--- src/rtl/uart_load_if.sv ---
// ---------------------------------------------------------------------------
// uart_load_if
// Groups the UART download handshake, the pipeline-busy status and the
// memory-ownership outputs of uart_load_ctrl.
//   master : UART programmer / pipeline side (drives the requests, observes
//            the controller outputs)
//   slave  : uart_load_ctrl
// Signals:
//   uart_start        level, download session requested
//   uart_done         one-cycle end-of-download pulse
//   uart_write_enable one word written per high cycle
//   uart_addr         word address, MSB selects data (1) / instruction (0)
//   pipeline_busy     later stage still has a memory access in flight
//   hazard_control    fetch-stage command (NORMAL / NO_OP)
//   uart_disable      1 = pipeline owns memory, 0 = UART owns memory
//   pc_reset          one-cycle PC-to-zero request
//   load_active       high in every state except RUN
//   imem_words        instruction words written this/last session
//   dmem_words        data words written this/last session
//   load_error        last session aborted on idle timeout
// ---------------------------------------------------------------------------
interface uart_load_if #(
    parameter int ROM_DEPTH      = 14,
    parameter int HAZD_CTL_WIDTH = 2
);
    logic                      uart_start;
    logic                      uart_done;
    logic                      uart_write_enable;
    logic [ROM_DEPTH:0]        uart_addr;
    logic                      pipeline_busy;
    logic [HAZD_CTL_WIDTH-1:0] hazard_control;
    logic                      uart_disable;
    logic                      pc_reset;
    logic                      load_active;
    logic [15:0]               imem_words;
    logic [15:0]               dmem_words;
    logic                      load_error;

    modport master (
        output uart_start, uart_done, uart_write_enable, uart_addr, pipeline_busy,
        input  hazard_control, uart_disable, pc_reset, load_active,
               imem_words, dmem_words, load_error
    );

    modport slave (
        input  uart_start, uart_done, uart_write_enable, uart_addr, pipeline_busy,
        output hazard_control, uart_disable, pc_reset, load_active,
               imem_words, dmem_words, load_error
    );
endinterface

--- src/rtl/uart_load_ctrl.sv ---
// ---------------------------------------------------------------------------
// uart_load_ctrl
// Hands instruction/data memory from the pipeline to a UART programmer and
// back. A session stalls fetch (NO_OP), waits for the pipeline to drain,
// gives memory to the UART, counts written words per memory half, and on
// uart_done (or idle timeout) pulses pc_reset and resumes execution from 0.
// Ports:
//   clk    system clock, rising edge
//   rst_n  asynchronous active-low reset
//   bus    uart_load_if.slave (handshake inputs, status/command outputs)
// All outputs are registered copies of the decode of the next state, so
// they always equal the decode of the current state.
// ---------------------------------------------------------------------------
module uart_load_ctrl #(
    parameter int ROM_DEPTH      = 14,
    parameter int DRAIN_CYCLES   = 4,
    parameter int TIMEOUT        = 1_000_000,
    parameter int HAZD_CTL_WIDTH = 2
) (
    input  logic         clk,
    input  logic         rst_n,
    uart_load_if.slave   bus
);

    localparam logic [HAZD_CTL_WIDTH-1:0] HC_NORMAL = HAZD_CTL_WIDTH'(0);
    localparam logic [HAZD_CTL_WIDTH-1:0] HC_NO_OP  = HAZD_CTL_WIDTH'(1);

    localparam int DRAIN_W = (DRAIN_CYCLES > 0) ? $clog2(DRAIN_CYCLES + 1) : 1;
    localparam int IDLE_W  = (TIMEOUT > 2) ? $clog2(TIMEOUT) : 1;

    localparam logic [DRAIN_W-1:0] DRAIN_MAX = DRAIN_W'(DRAIN_CYCLES);
    localparam logic [IDLE_W-1:0]  IDLE_MAX  = IDLE_W'(TIMEOUT - 1);

    typedef enum logic [2:0] {
        ST_RUN    = 3'd0,
        ST_DRAIN  = 3'd1,
        ST_LOAD   = 3'd2,
        ST_FINISH = 3'd3,
        ST_RESUME = 3'd4
    } state_t;

    state_t                    state_r;
    state_t                    state_s;
    logic                      timeout_s;
    logic                      enter_drain_s;
    logic                      enter_load_s;
    logic                      write_s;

    logic [DRAIN_W-1:0]        drain_cnt_r;
    logic [IDLE_W-1:0]         idle_cnt_r;
    logic                      rearm_wait_r;

    logic [HAZD_CTL_WIDTH-1:0] hazard_control_s;
    logic                      uart_disable_s;
    logic                      pc_reset_s;
    logic                      load_active_s;

    logic [HAZD_CTL_WIDTH-1:0] hazard_control_r;
    logic                      uart_disable_r;
    logic                      pc_reset_r;
    logic                      load_active_r;
    logic [15:0]               imem_words_r;
    logic [15:0]               dmem_words_r;
    logic                      load_error_r;

    // Next-state logic; uart_done and writes only matter in LOAD.
    always_comb begin
        state_s   = state_r;
        timeout_s = 1'b0;
        case (state_r)
            ST_RUN: begin
                // rearm_wait_r blocks a start level still held from the last session
                if (bus.uart_start && !rearm_wait_r) begin
                    state_s = ST_DRAIN;
                end else begin
                    state_s = ST_RUN;
                end
            end
            ST_DRAIN: begin
                if (!bus.uart_start) begin
                    state_s = ST_RUN;
                end else if ((drain_cnt_r == DRAIN_MAX) && !bus.pipeline_busy) begin
                    state_s = ST_LOAD;
                end else begin
                    state_s = ST_DRAIN;
                end
            end
            ST_LOAD: begin
                if (bus.uart_done) begin
                    state_s = ST_FINISH;
                end else if (!bus.uart_write_enable && (idle_cnt_r == IDLE_MAX)) begin
                    state_s   = ST_FINISH;
                    timeout_s = 1'b1;
                end else begin
                    state_s = ST_LOAD;
                end
            end
            ST_FINISH: state_s = ST_RESUME;
            ST_RESUME: state_s = ST_RUN;
            default:   state_s = ST_RUN;
        endcase
    end

    // Transition qualifiers shared by the counters.
    always_comb begin
        enter_drain_s = (state_r == ST_RUN)   && (state_s == ST_DRAIN);
        enter_load_s  = (state_r == ST_DRAIN) && (state_s == ST_LOAD);
        write_s       = (state_r == ST_LOAD)  && bus.uart_write_enable;
    end

    // Output decode of the next state, registered below.
    always_comb begin
        hazard_control_s = HC_NO_OP;
        uart_disable_s   = 1'b1;
        pc_reset_s       = 1'b0;
        load_active_s    = 1'b1;
        case (state_s)
            ST_RUN: begin
                hazard_control_s = HC_NORMAL;
                load_active_s    = 1'b0;
            end
            ST_DRAIN:  uart_disable_s = 1'b1;
            ST_LOAD:   uart_disable_s = 1'b0;
            ST_FINISH: pc_reset_s     = 1'b1;
            ST_RESUME: pc_reset_s     = 1'b0;
            default: begin
                hazard_control_s = HC_NORMAL;
                load_active_s    = 1'b0;
            end
        endcase
    end

    // State and output registers.
    always_ff @(posedge clk or negedge rst_n) begin
        if (!rst_n) begin
            state_r          <= ST_RUN;
            hazard_control_r <= HC_NORMAL;
            uart_disable_r   <= 1'b1;
            pc_reset_r       <= 1'b0;
            load_active_r    <= 1'b0;
        end else begin
            state_r          <= state_s;
            hazard_control_r <= hazard_control_s;
            uart_disable_r   <= uart_disable_s;
            pc_reset_r       <= pc_reset_s;
            load_active_r    <= load_active_s;
        end
    end

    // Drain counter: cleared on DRAIN entry, saturates at DRAIN_CYCLES.
    always_ff @(posedge clk or negedge rst_n) begin
        if (!rst_n) begin
            drain_cnt_r <= '0;
        end else if (enter_drain_s) begin
            drain_cnt_r <= '0;
        end else if ((state_r == ST_DRAIN) && (drain_cnt_r != DRAIN_MAX)) begin
            drain_cnt_r <= drain_cnt_r + DRAIN_W'(1);
        end else begin
            drain_cnt_r <= drain_cnt_r;
        end
    end

    // Idle counter: cycles since the last write (or LOAD entry).
    always_ff @(posedge clk or negedge rst_n) begin
        if (!rst_n) begin
            idle_cnt_r <= '0;
        end else if (enter_load_s || write_s) begin
            idle_cnt_r <= '0;
        end else if ((state_r == ST_LOAD) && (idle_cnt_r != IDLE_MAX)) begin
            idle_cnt_r <= idle_cnt_r + IDLE_W'(1);
        end else begin
            idle_cnt_r <= idle_cnt_r;
        end
    end

    // Per-half word counters and sticky timeout flag, cleared per session.
    always_ff @(posedge clk or negedge rst_n) begin
        if (!rst_n) begin
            imem_words_r <= 16'h0000;
            dmem_words_r <= 16'h0000;
            load_error_r <= 1'b0;
        end else if (enter_drain_s) begin
            imem_words_r <= 16'h0000;
            dmem_words_r <= 16'h0000;
            load_error_r <= 1'b0;
        end else begin
            if (write_s && bus.uart_addr[ROM_DEPTH] && (dmem_words_r != 16'hFFFF)) begin
                dmem_words_r <= dmem_words_r + 16'h0001;
            end else begin
                dmem_words_r <= dmem_words_r;
            end
            if (write_s && !bus.uart_addr[ROM_DEPTH] && (imem_words_r != 16'hFFFF)) begin
                imem_words_r <= imem_words_r + 16'h0001;
            end else begin
                imem_words_r <= imem_words_r;
            end
            load_error_r <= load_error_r | timeout_s;
        end
    end

    // Re-arm: a session start must be preceded by uart_start sampled low.
    always_ff @(posedge clk or negedge rst_n) begin
        if (!rst_n) begin
            rearm_wait_r <= 1'b0;
        end else if (!bus.uart_start) begin
            rearm_wait_r <= 1'b0;
        end else if (enter_drain_s) begin
            rearm_wait_r <= 1'b1;
        end else begin
            rearm_wait_r <= rearm_wait_r;
        end
    end

    assign bus.hazard_control = hazard_control_r;
    assign bus.uart_disable   = uart_disable_r;
    assign bus.pc_reset       = pc_reset_r;
    assign bus.load_active    = load_active_r;
    assign bus.imem_words     = imem_words_r;
    assign bus.dmem_words     = dmem_words_r;
    assign bus.load_error     = load_error_r;

endmodule

--- src/flat_wrapper.sv ---
// flat-port wrapper written by rule: the top's interface ports become plain ports
module uart_load_ctrl_flat 
#(
    parameter int ROM_DEPTH      = 14,
    parameter int DRAIN_CYCLES   = 4,
    parameter int TIMEOUT        = 1_000_000,
    parameter int HAZD_CTL_WIDTH = 2
)
  (clk, rst_n, bus_uart_start, bus_uart_done, bus_uart_write_enable, bus_uart_addr, bus_pipeline_busy, bus_hazard_control, bus_uart_disable, bus_pc_reset, bus_load_active, bus_imem_words, bus_dmem_words, bus_load_error);
  uart_load_if #(.ROM_DEPTH(ROM_DEPTH), .HAZD_CTL_WIDTH(HAZD_CTL_WIDTH)) bus_i ();
  input  logic clk;
  input  logic rst_n;
  input wire logic [$bits(bus_i.uart_start)-1:0] bus_uart_start;
  input wire logic [$bits(bus_i.uart_done)-1:0] bus_uart_done;
  input wire logic [$bits(bus_i.uart_write_enable)-1:0] bus_uart_write_enable;
  input wire logic [$bits(bus_i.uart_addr)-1:0] bus_uart_addr;
  input wire logic [$bits(bus_i.pipeline_busy)-1:0] bus_pipeline_busy;
  output wire logic [$bits(bus_i.hazard_control)-1:0] bus_hazard_control;
  output wire logic [$bits(bus_i.uart_disable)-1:0] bus_uart_disable;
  output wire logic [$bits(bus_i.pc_reset)-1:0] bus_pc_reset;
  output wire logic [$bits(bus_i.load_active)-1:0] bus_load_active;
  output wire logic [$bits(bus_i.imem_words)-1:0] bus_imem_words;
  output wire logic [$bits(bus_i.dmem_words)-1:0] bus_dmem_words;
  output wire logic [$bits(bus_i.load_error)-1:0] bus_load_error;
  assign bus_i.uart_start = bus_uart_start;
  assign bus_i.uart_done = bus_uart_done;
  assign bus_i.uart_write_enable = bus_uart_write_enable;
  assign bus_i.uart_addr = bus_uart_addr;
  assign bus_i.pipeline_busy = bus_pipeline_busy;
  assign bus_hazard_control = bus_i.hazard_control;
  assign bus_uart_disable = bus_i.uart_disable;
  assign bus_pc_reset = bus_i.pc_reset;
  assign bus_load_active = bus_i.load_active;
  assign bus_imem_words = bus_i.imem_words;
  assign bus_dmem_words = bus_i.dmem_words;
  assign bus_load_error = bus_i.load_error;
  uart_load_ctrl #(.ROM_DEPTH(ROM_DEPTH), .DRAIN_CYCLES(DRAIN_CYCLES), .TIMEOUT(TIMEOUT), .HAZD_CTL_WIDTH(HAZD_CTL_WIDTH)) u_core (.clk(clk), .rst_n(rst_n), .bus(bus_i));
endmodule
--- config.mk ---
export PLATFORM = sky130hd
export DESIGN_NAME = uart_load_ctrl_flat
export DESIGN_NICKNAME = d
export VERILOG_FILES = /design/src/rtl/uart_load_if.sv /design/src/rtl/uart_load_ctrl.sv /design/src/flat_wrapper.sv
export SDC_FILE = /design/constraint.sdc
export NUM_CORES = 1
export LEC_CHECK = 0
export CELL_PAD_IN_SITES_DETAIL_PLACEMENT = 0
export CELL_PAD_IN_SITES_GLOBAL_PLACEMENT = 1
export CORE_ASPECT_RATIO = 0.8
export CORE_MARGIN = 1.5
export CORE_UTILIZATION = 41
export CTS_CLUSTER_DIAMETER = 60
export DETAILED_ROUTE_END_ITERATION = 16
export PLACE_DENSITY = 0.91
export SYNTH_ARGS = -nofsm -noshare
export SYNTH_HDL_FRONTEND = slang
export SYNTH_SLANG_ARGS = --single-unit
--- constraint.sdc ---
create_clock -name clk -period 1.9 [get_ports clk]
set_input_delay 0.38 -clock clk [delete_from_list [all_inputs] [get_ports clk]]
set_output_delay 0.38 -clock clk [all_outputs]
set_load 0.005 [all_outputs]
==> impl_metrics.json, run 1 <==
{
  "run_status": "complete, no violations",
  "gp_weighted_congestion": 0.830,
  "r2r-start": "u_core.idle_cnt_r[10]",
  "p_per_area_mw_per_mm2": 864,
  "r2r_worst_path_depth": 5,
  "worst_setup_hold_path_clk_slew_ns": 0.08,
  "async_flop_share_pct": 100,
  "cellInternalPower_mw": 2.75,
  "aggregate_negative_setup_slack_ns": 0,
  "post_layout_worst_setup_margin_ns": 0.0686,
  "setup.worst_path.class": "flop to flop",
  "critical_path_arrival_ns": 2.08,
  "cp-end-kind": "flop",
  "pin_count_of_the_biggest_net_entering_global_routing": 64,
  "ioPinCount": 59,
  "fin_skew_ns": 0.0162,
  "setup.reg_to_reg.worst_slack_ns": 0.07,
  "synth-main-ff-cell": "sky130_fd_sc_hd__dfrtp_1",
  "final-hold-violation-count": 0,
  "clock_tree_from_tritoncts": "built",
  "finish.utilization_pct": 55.2,
  "critPathLaunchType": "flop",
  "first_drt_pass_iteration_count": 4,
  "die_height_um": 87.0,
  "seqPwrFrac_pct": 45.1,
  "cp_data_required_time_ns": 2.15,
  "hpwlAfterDp_mm": 6.22,
  "power_switching_share_pct": 32.4,
  "grt_antenna_before_repair": 0,
  "max_slew_violation_count": 0,
  "timing.hold.ws_ns": 0.0353,
  "buffer_ports.inserted": 43,
  "timing.hold.worst.class": "input port to async pin",
  "total_switching_power_mw": 1.32,
  "share_of_layout_cells_above_drive_strength_1_pct": 17.3,
  "ctsHoldBuffers": 0,
  "synth_sequential_area_ratio_pct": 43.6,
  "worst_slew_pin_slew_ns": 0.535,
  "clkSinkCount": 63,
  "floorplan.die_area_mm2": 0.00939,
  "number_of_maximum_capacitance_constraint_violations": 0,
  "global_route_wire_length_before_repair_mm": 14.8,
  "placementRows": 30,
  "cts-buffers-inserted": 9,
  "synth_fp_nets": 411,
  "placed_cells_incl_taps": 570,
  "place_ws_ns": -0.388,
  "vdd.ir_drop.worst_v": 0.000623,
  "antenna-diode-count": 0,
  "detail_route.vias_per_cell": 5.51,
  "clock_latency_late_sink_ns": 0.34,
  "mostFrequentLayoutCell": "sky130_fd_sc_hd__dfrtp_1",
  "synthesis.area_per_instance_um2": 9.39,
  "antenna_left": 0,
  "layout_min_cycle_time_ns": 1.83,
  "slew_headroom_pct": 64.0,
  "stdcell_count": 586,
  "max_clock_freq_mhz": 546,
  "chipWidth_um": 108,
  "dr_total_vias": 3231,
  "start_util_pct": 42.4,
  "power.share.combinational_pct": 27.5,
  "cp_max_fo": 11,
  "postSynthRegisterBits": 63,
  "leak_pwr_nw": 2.04,
  "global_route.overflow_total": 0,
  "clockPowerShare_pct": 27.4,
  "wl_per_cell_um": 14.3,
  "final-setup-viol-count": 0,
  "yosys_warnings": 0,
  "drc_errors": 0,
  "synthToLayoutAreaGrowth_pct": 30.1,
  "min_period_over_period_pct": 96.4,
  "synth_edf_count": 0,
  "final_nets": 495,
  "post_synth_instance_area_mm2": 0.00361,
  "detail_route.iter0.violations": 137,
  "fp.coreArea_mm2": 0.00852,
  "cts.path.max_buffers": 2,
  "r2r_end": "u_core.bus.uart_disable",
  "rsz0062_at_grt": "true",
  "grt_pass1_vias": 3126,
  "syn-instance-count": 385,
  "clock_tree.root_cell": "sky130_fd_sc_hd__clkbuf_8",
  "ctsHtreeMaxLevel": 3,
  "synth.lib_cells_used.distinct": 61,
  "total_routing_resource_utilization_after_global_routing_pct": 19.9,
  "detail_route.wirelength_mm": 8.38,
  "mostFrequentLayoutCells": "sky130_fd_sc_hd__dfrtp_1 (62), sky130_fd_sc_hd__nand2_1 (53), sky130_fd_sc_hd__buf_4 (46)"
}
==> Yosys cell counts, drive strengths merged, types with 2 or more instances <==
cell type,instances,area (µm²)
and4,6,52.6
o31ai,7,52.6
a211oi,6,45.0
nor2,9,33.8
or4,6,48.8
nor3,8,40.0
nand4,14,93.8
nor4,8,65.1
mux2i,23,230
a2111oi,2,30.0
nand2,53,199
o21ai,16,80.1
or3,12,75.1
and3,10,62.6
nand2b,14,87.6
buf,9,62.6
xnor2,2,17.5
nand3,17,90.1
clkbuf,9,36.3
xor2,2,17.5
inv,14,52.6
nor4b,2,17.5
o21a,2,15.0
a21oi,30,154
a31oi,4,25.0
a2111o,3,33.8
ha,5,62.6
dfrtp,62,1550
and2,7,43.8
or4b,2,23.8
a21o,2,15.0
==> registers in the layout, summed over array words and instances (netlist names), 3 cells and up <==
| name | cells |
|---|---|
| u_core.state_r | 3 |
| u_core.drain_cnt_r | 3 |
| u_core.bus.imem_words | 16 |
| u_core.idle_cnt_r | 20 |
| u_core.bus.dmem_words | 16 |
==> routing by layer <==
layer / up-vias / share of wire [%] / GRT usage [%]
met5: - / 0 / 0
met2: 63 / 46 / 30.6
met4: 0 / 0.73 / 4.90
li1: 1588 / - / -
met1: 1576 / 49 / 27.8
met3: 4 / 3.9 / 5.46
==> through the flow <==
stage	area (µm²)	total power, mW
2_1_floorplan	3610	2.47
3_3_place_gp	4450	2.92
3_5_place_dp	4450	2.97
4_1_cts	4650	4.09
5_1_grt	4700	4.37
6_report	4700	4.06
==> worst max path at each step <==
stage	endpoint	start	slack, ns
final	u_core.bus.uart_disable	u_core.idle_cnt_r[10]	0.07
after global routing	u_core.bus.uart_disable	u_core.idle_cnt_r[7]	-0.04
after CTS	u_core.bus.imem_words[13]	bus_uart_write_enable	-0.001
after floorplan	u_core.bus.uart_disable	u_core.idle_cnt_r[7]	0.17
after global placement	u_core.bus.imem_words[10]	bus_uart_write_enable	-0.33
after detailed placement	u_core.bus.imem_words[14]	bus_uart_write_enable	-0.39
==> cell families (layout without fill, tap and decap cells) <==
family                   Yosys count  count (layout)  synth area share [%]
buffers and inverters             32             121                  4.19
adder cells (fa/ha/maj)            5               5                  1.73
other                              1               1                 0.104
multiplexers                      23              23                  6.37
AO/OA/AOI/OAI                     79              79                  14.3
XOR/XNOR                           4               4                 0.969
AND/OR/NAND/NOR                  178             178                  28.7
flip-flops                        63              63                  43.6
==> power groups by stage <==
stage          combinational (mW)  clock (mW)  sequential [mW]
2_1_floorplan               0.646           0             1.82
3_3_place_gp                 1.08           0             1.84
3_5_place_dp                 1.12           0             1.85
4_1_cts                      1.12        1.14             1.83
5_1_grt                      1.28        1.21             1.87
6_report                     1.12        1.11             1.83
==> worst max-delay path, stage by stage (launching register included) <==
cell                       delay, ns
sky130_fd_sc_hd__dfrtp_1        0.42
sky130_fd_sc_hd__or4_4          0.51
sky130_fd_sc_hd__nor4_4         0.29
sky130_fd_sc_hd__buf_6          0.18
sky130_fd_sc_hd__nand3b_4       0.10
sky130_fd_sc_hd__a32oi_1        0.23
==> area by class of cell <==
type / instances / area, µm²
clock buffers: 12 / 135
repair buffers: 91 / 805
fillers: 768 / 3820
multi-input cells: 290 / 1950
well taps: 112 / 140
flip-flops and latches: 63 / 1580
inverters: 14 / 52.6
clock inverters: 4 / 47.5
==> timing repair <==
action / 4_1_cts / 5_1_grt
gates cloned: 0 / 0
gates resized for setup: 2 / 10
buffers inserted: 0 / 0
pin swaps: 0 / 0
endpoints found under the setup margin: 1 / 18
Power figures use the tool's default switching activity.
==> run 2: changes to the inputs <==
- ABC_CLOCK_PERIOD_IN_PS: unset -> 1900
- TNS_END_PERCENT: unset -> 10
==> run 2 against run 1 <==
  * Register-to-register slack is essentially flat
  * Via count is 0.28% lower
  * Power hardly changed
  * Flip-flop and latch count unchanged
  * Sequential share of layout area is 0.12 points higher
  * Global-route usage is the same
  * Utilization shrank 0.19 points
  * Critical path depth is the same
==> impl_metrics.json, run 2 (synthesis gave the netlist of run 1 again) <==
{
  "crit_path_top_delay_cell": "sky130_fd_sc_hd__or4_4",
  "p_per_area_mw_per_mm2": 867,
  "detail_route.iter0.violations": 123,
  "run_status": "complete, no violations",
  "fin_skew_ns": 0.0150,
  "antenna-diode-count": 0,
  "total_power_mw": 4.07,
  "setup.worst_path.class": "flop to flop",
  "placementRows": 30,
  "detail_route.vias_per_cell": 5.50,
  "max_slew_violation_count": 0,
  "max_clock_freq_mhz": 546,
  "leak_pwr_nw": 2.04,
  "cp_max_fo": 11,
  "cp-end-kind": "flop",
  "cts.path.max_buffers": 2,
  "detail_route.wirelength_mm": 8.39,
  "share_of_layout_cells_above_drive_strength_1_pct": 17.1,
  "fp.coreArea_mm2": 0.00852,
  "place_ws_ns": -0.388,
  "clkSinkCount": 63,
  "seqPwrFrac_pct": 45.1,
  "global_route_wire_length_before_repair_mm": 14.8,
  "min_period_over_period_pct": 96.5,
  "registers.top_by_ff_count": "u_core.idle_cnt_r",
  "clock_tree_from_tritoncts": "built",
  "timing.critical_path.buf_inv": 1,
  "drc_errors": 0,
  "start_util_pct": 42.4,
  "largest_register_ffs": 20,
  "ctsHtreeMaxLevel": 3,
  "clock_tree.root_cell": "sky130_fd_sc_hd__clkbuf_8",
  "timing.hold.worst.class": "input port to async pin",
  "critical_path_arrival_ns": 2.09,
  "final_non_filler_cell_area_mm2": 0.00469,
  "dr_total_vias": 3222,
  "wl_per_cell_um": 14.3,
  "finish.utilization_pct": 55.0,
  "pin_count_of_the_biggest_net_entering_global_routing": 64,
  "ordered_list_of_cells_on_the_worst_path": "or4_4, nor4_4, buf_6, nand3b_4, a32oi_1",
  "antenna_left": 0,
  "mostFrequentLayoutCells": "sky130_fd_sc_hd__dfrtp_1 (62), sky130_fd_sc_hd__nand2_1 (53), sky130_fd_sc_hd__buf_4 (46)",
  "critPathLaunchType": "flop",
  "final_nets": 495,
  "buffer_ports.inserted": 43,
  "chipWidth_um": 108,
  "global_route.overflow_total": 0,
  "mostFrequentLayoutCell": "sky130_fd_sc_hd__dfrtp_1",
  "synthToLayoutAreaGrowth_pct": 29.7,
  "rsz0062_at_grt": "true",
  "gp_weighted_congestion": 0.830,
  "aggregate_negative_setup_slack_ns": 0,
  "worst_setup_hold_path_clk_slew_ns": 0.08,
  "clockPowerShare_pct": 27.5,
  "ctsHoldBuffers": 0,
  "layout_min_cycle_time_ns": 1.83,
  "vdd.ir_drop.worst_v": 0.000623,
  "power.share.combinational_pct": 27.4,
  "clock_latency_late_sink_ns": 0.35,
  "total_switching_power_mw": 1.32,
  "first_drt_pass_iteration_count": 4,
  "power_switching_share_pct": 32.5,
  "die_height_um": 87.0,
  "cp_data_required_time_ns": 2.16,
  "timing.critical_path.max_delay_family": "simple AND/OR/NAND/NOR gates",
  "total_routing_resource_utilization_after_global_routing_pct": 19.9,
  "slew_headroom_pct": 64.5,
  "hpwlAfterDp_mm": 6.22,
  "worst_slew_pin_slew_ns": 0.527,
  "final-setup-viol-count": 0,
  "grt_antenna_before_repair": 0,
  "instance_area_at_placement_mm2": 0.00445,
  "cts-buffers-inserted": 9,
  "grt_pass1_vias": 3126,
  "final-hold-violation-count": 0,
  "cellInternalPower_mw": 2.74,
  "number_of_maximum_capacitance_constraint_violations": 0,
  "post_layout_worst_setup_margin_ns": 0.0672,
  "floorplan.die_area_mm2": 0.00939,
  "ioPinCount": 59,
  "cpPeakStageDelay_ns": 0.51
}
-- run 2: what timing repair did --
| item | CTS | global route |
|---|---|---|
| buffers inserted | 0 | 0 |
| gates resized for setup | 2 | 8 |
| pin swaps | 0 | 1 |
| setup endpoints to repair | 1 | 18 |
-- run 2: cell type report --
cell class | instances | area, µm²
clock buffers | 12 | 135
clock inverters | 4 | 47.5
fillers | 771 | 3830
inverters | 14 | 52.6
multi-input cells | 290 | 1930
flip-flops and latches | 63 | 1580
well taps | 112 | 140
repair buffers | 91 | 805
-- run 2: per-stage QoR --
step,std cells,hold slack (ns)
6_report,586,0.0307
5_1_grt,586,0.0559
4_1_cts,586,0.0410
3_5_place_dp,570,0.419
3_3_place_gp,570,0.417
2_1_floorplan,385,0.0844
-- run 2: worst paths after layout --
check                                           to  slack (ns)                   from  cells past startpoint
setup / recovery           u_core.bus.uart_disable        0.07  u_core.idle_cnt_r[10]                      5
hold / removal               u_core.idle_cnt_r[16]        0.03                  rst_n                      2
setup reg to reg           u_core.bus.uart_disable        0.07  u_core.idle_cnt_r[10]                      5
hold reg to reg                u_core.rearm_wait_r        0.50    u_core.rearm_wait_r                      1
max in group asynchronous  u_core.bus.uart_disable        1.56                  rst_n                      2
min in group clk               u_core.rearm_wait_r        0.50    u_core.rearm_wait_r                      1
-- run 2: layer usage --
metal	part of all wire, %	routed length [µm]	global-route usage (%)
met1	49	4140	27.8
met2	46	3860	30.6
met3	3.7	312	5.46
met4	0.98	82	4.90
met5	0	0	0
-- run 2: power by group through the flow --
stage | Sequential (mW) | Combinational [mW] | Clock (mW)
2_1_floorplan | 1.82 | 0.646 | 0
3_3_place_gp | 1.84 | 1.08 | 0
3_5_place_dp | 1.85 | 1.12 | 0
4_1_cts | 1.83 | 1.12 | 1.14
5_1_grt | 1.87 | 1.28 | 1.21
6_report | 1.83 | 1.11 | 1.12
-- run 2: worst register-to-register path, cell delays in order, from the launching register on --
cell                       delay (ns)
sky130_fd_sc_hd__dfrtp_1         0.42
sky130_fd_sc_hd__or4_4           0.51
sky130_fd_sc_hd__nor4_4          0.29
sky130_fd_sc_hd__buf_6           0.19
sky130_fd_sc_hd__nand3b_4        0.10
sky130_fd_sc_hd__a32oi_1         0.23
==> run 3: changes to the inputs <==
- CAP_MARGIN: unset -> 20
==> results of run 3 <==
No change in the layout: final DEF, timing and power equal those of run 2.
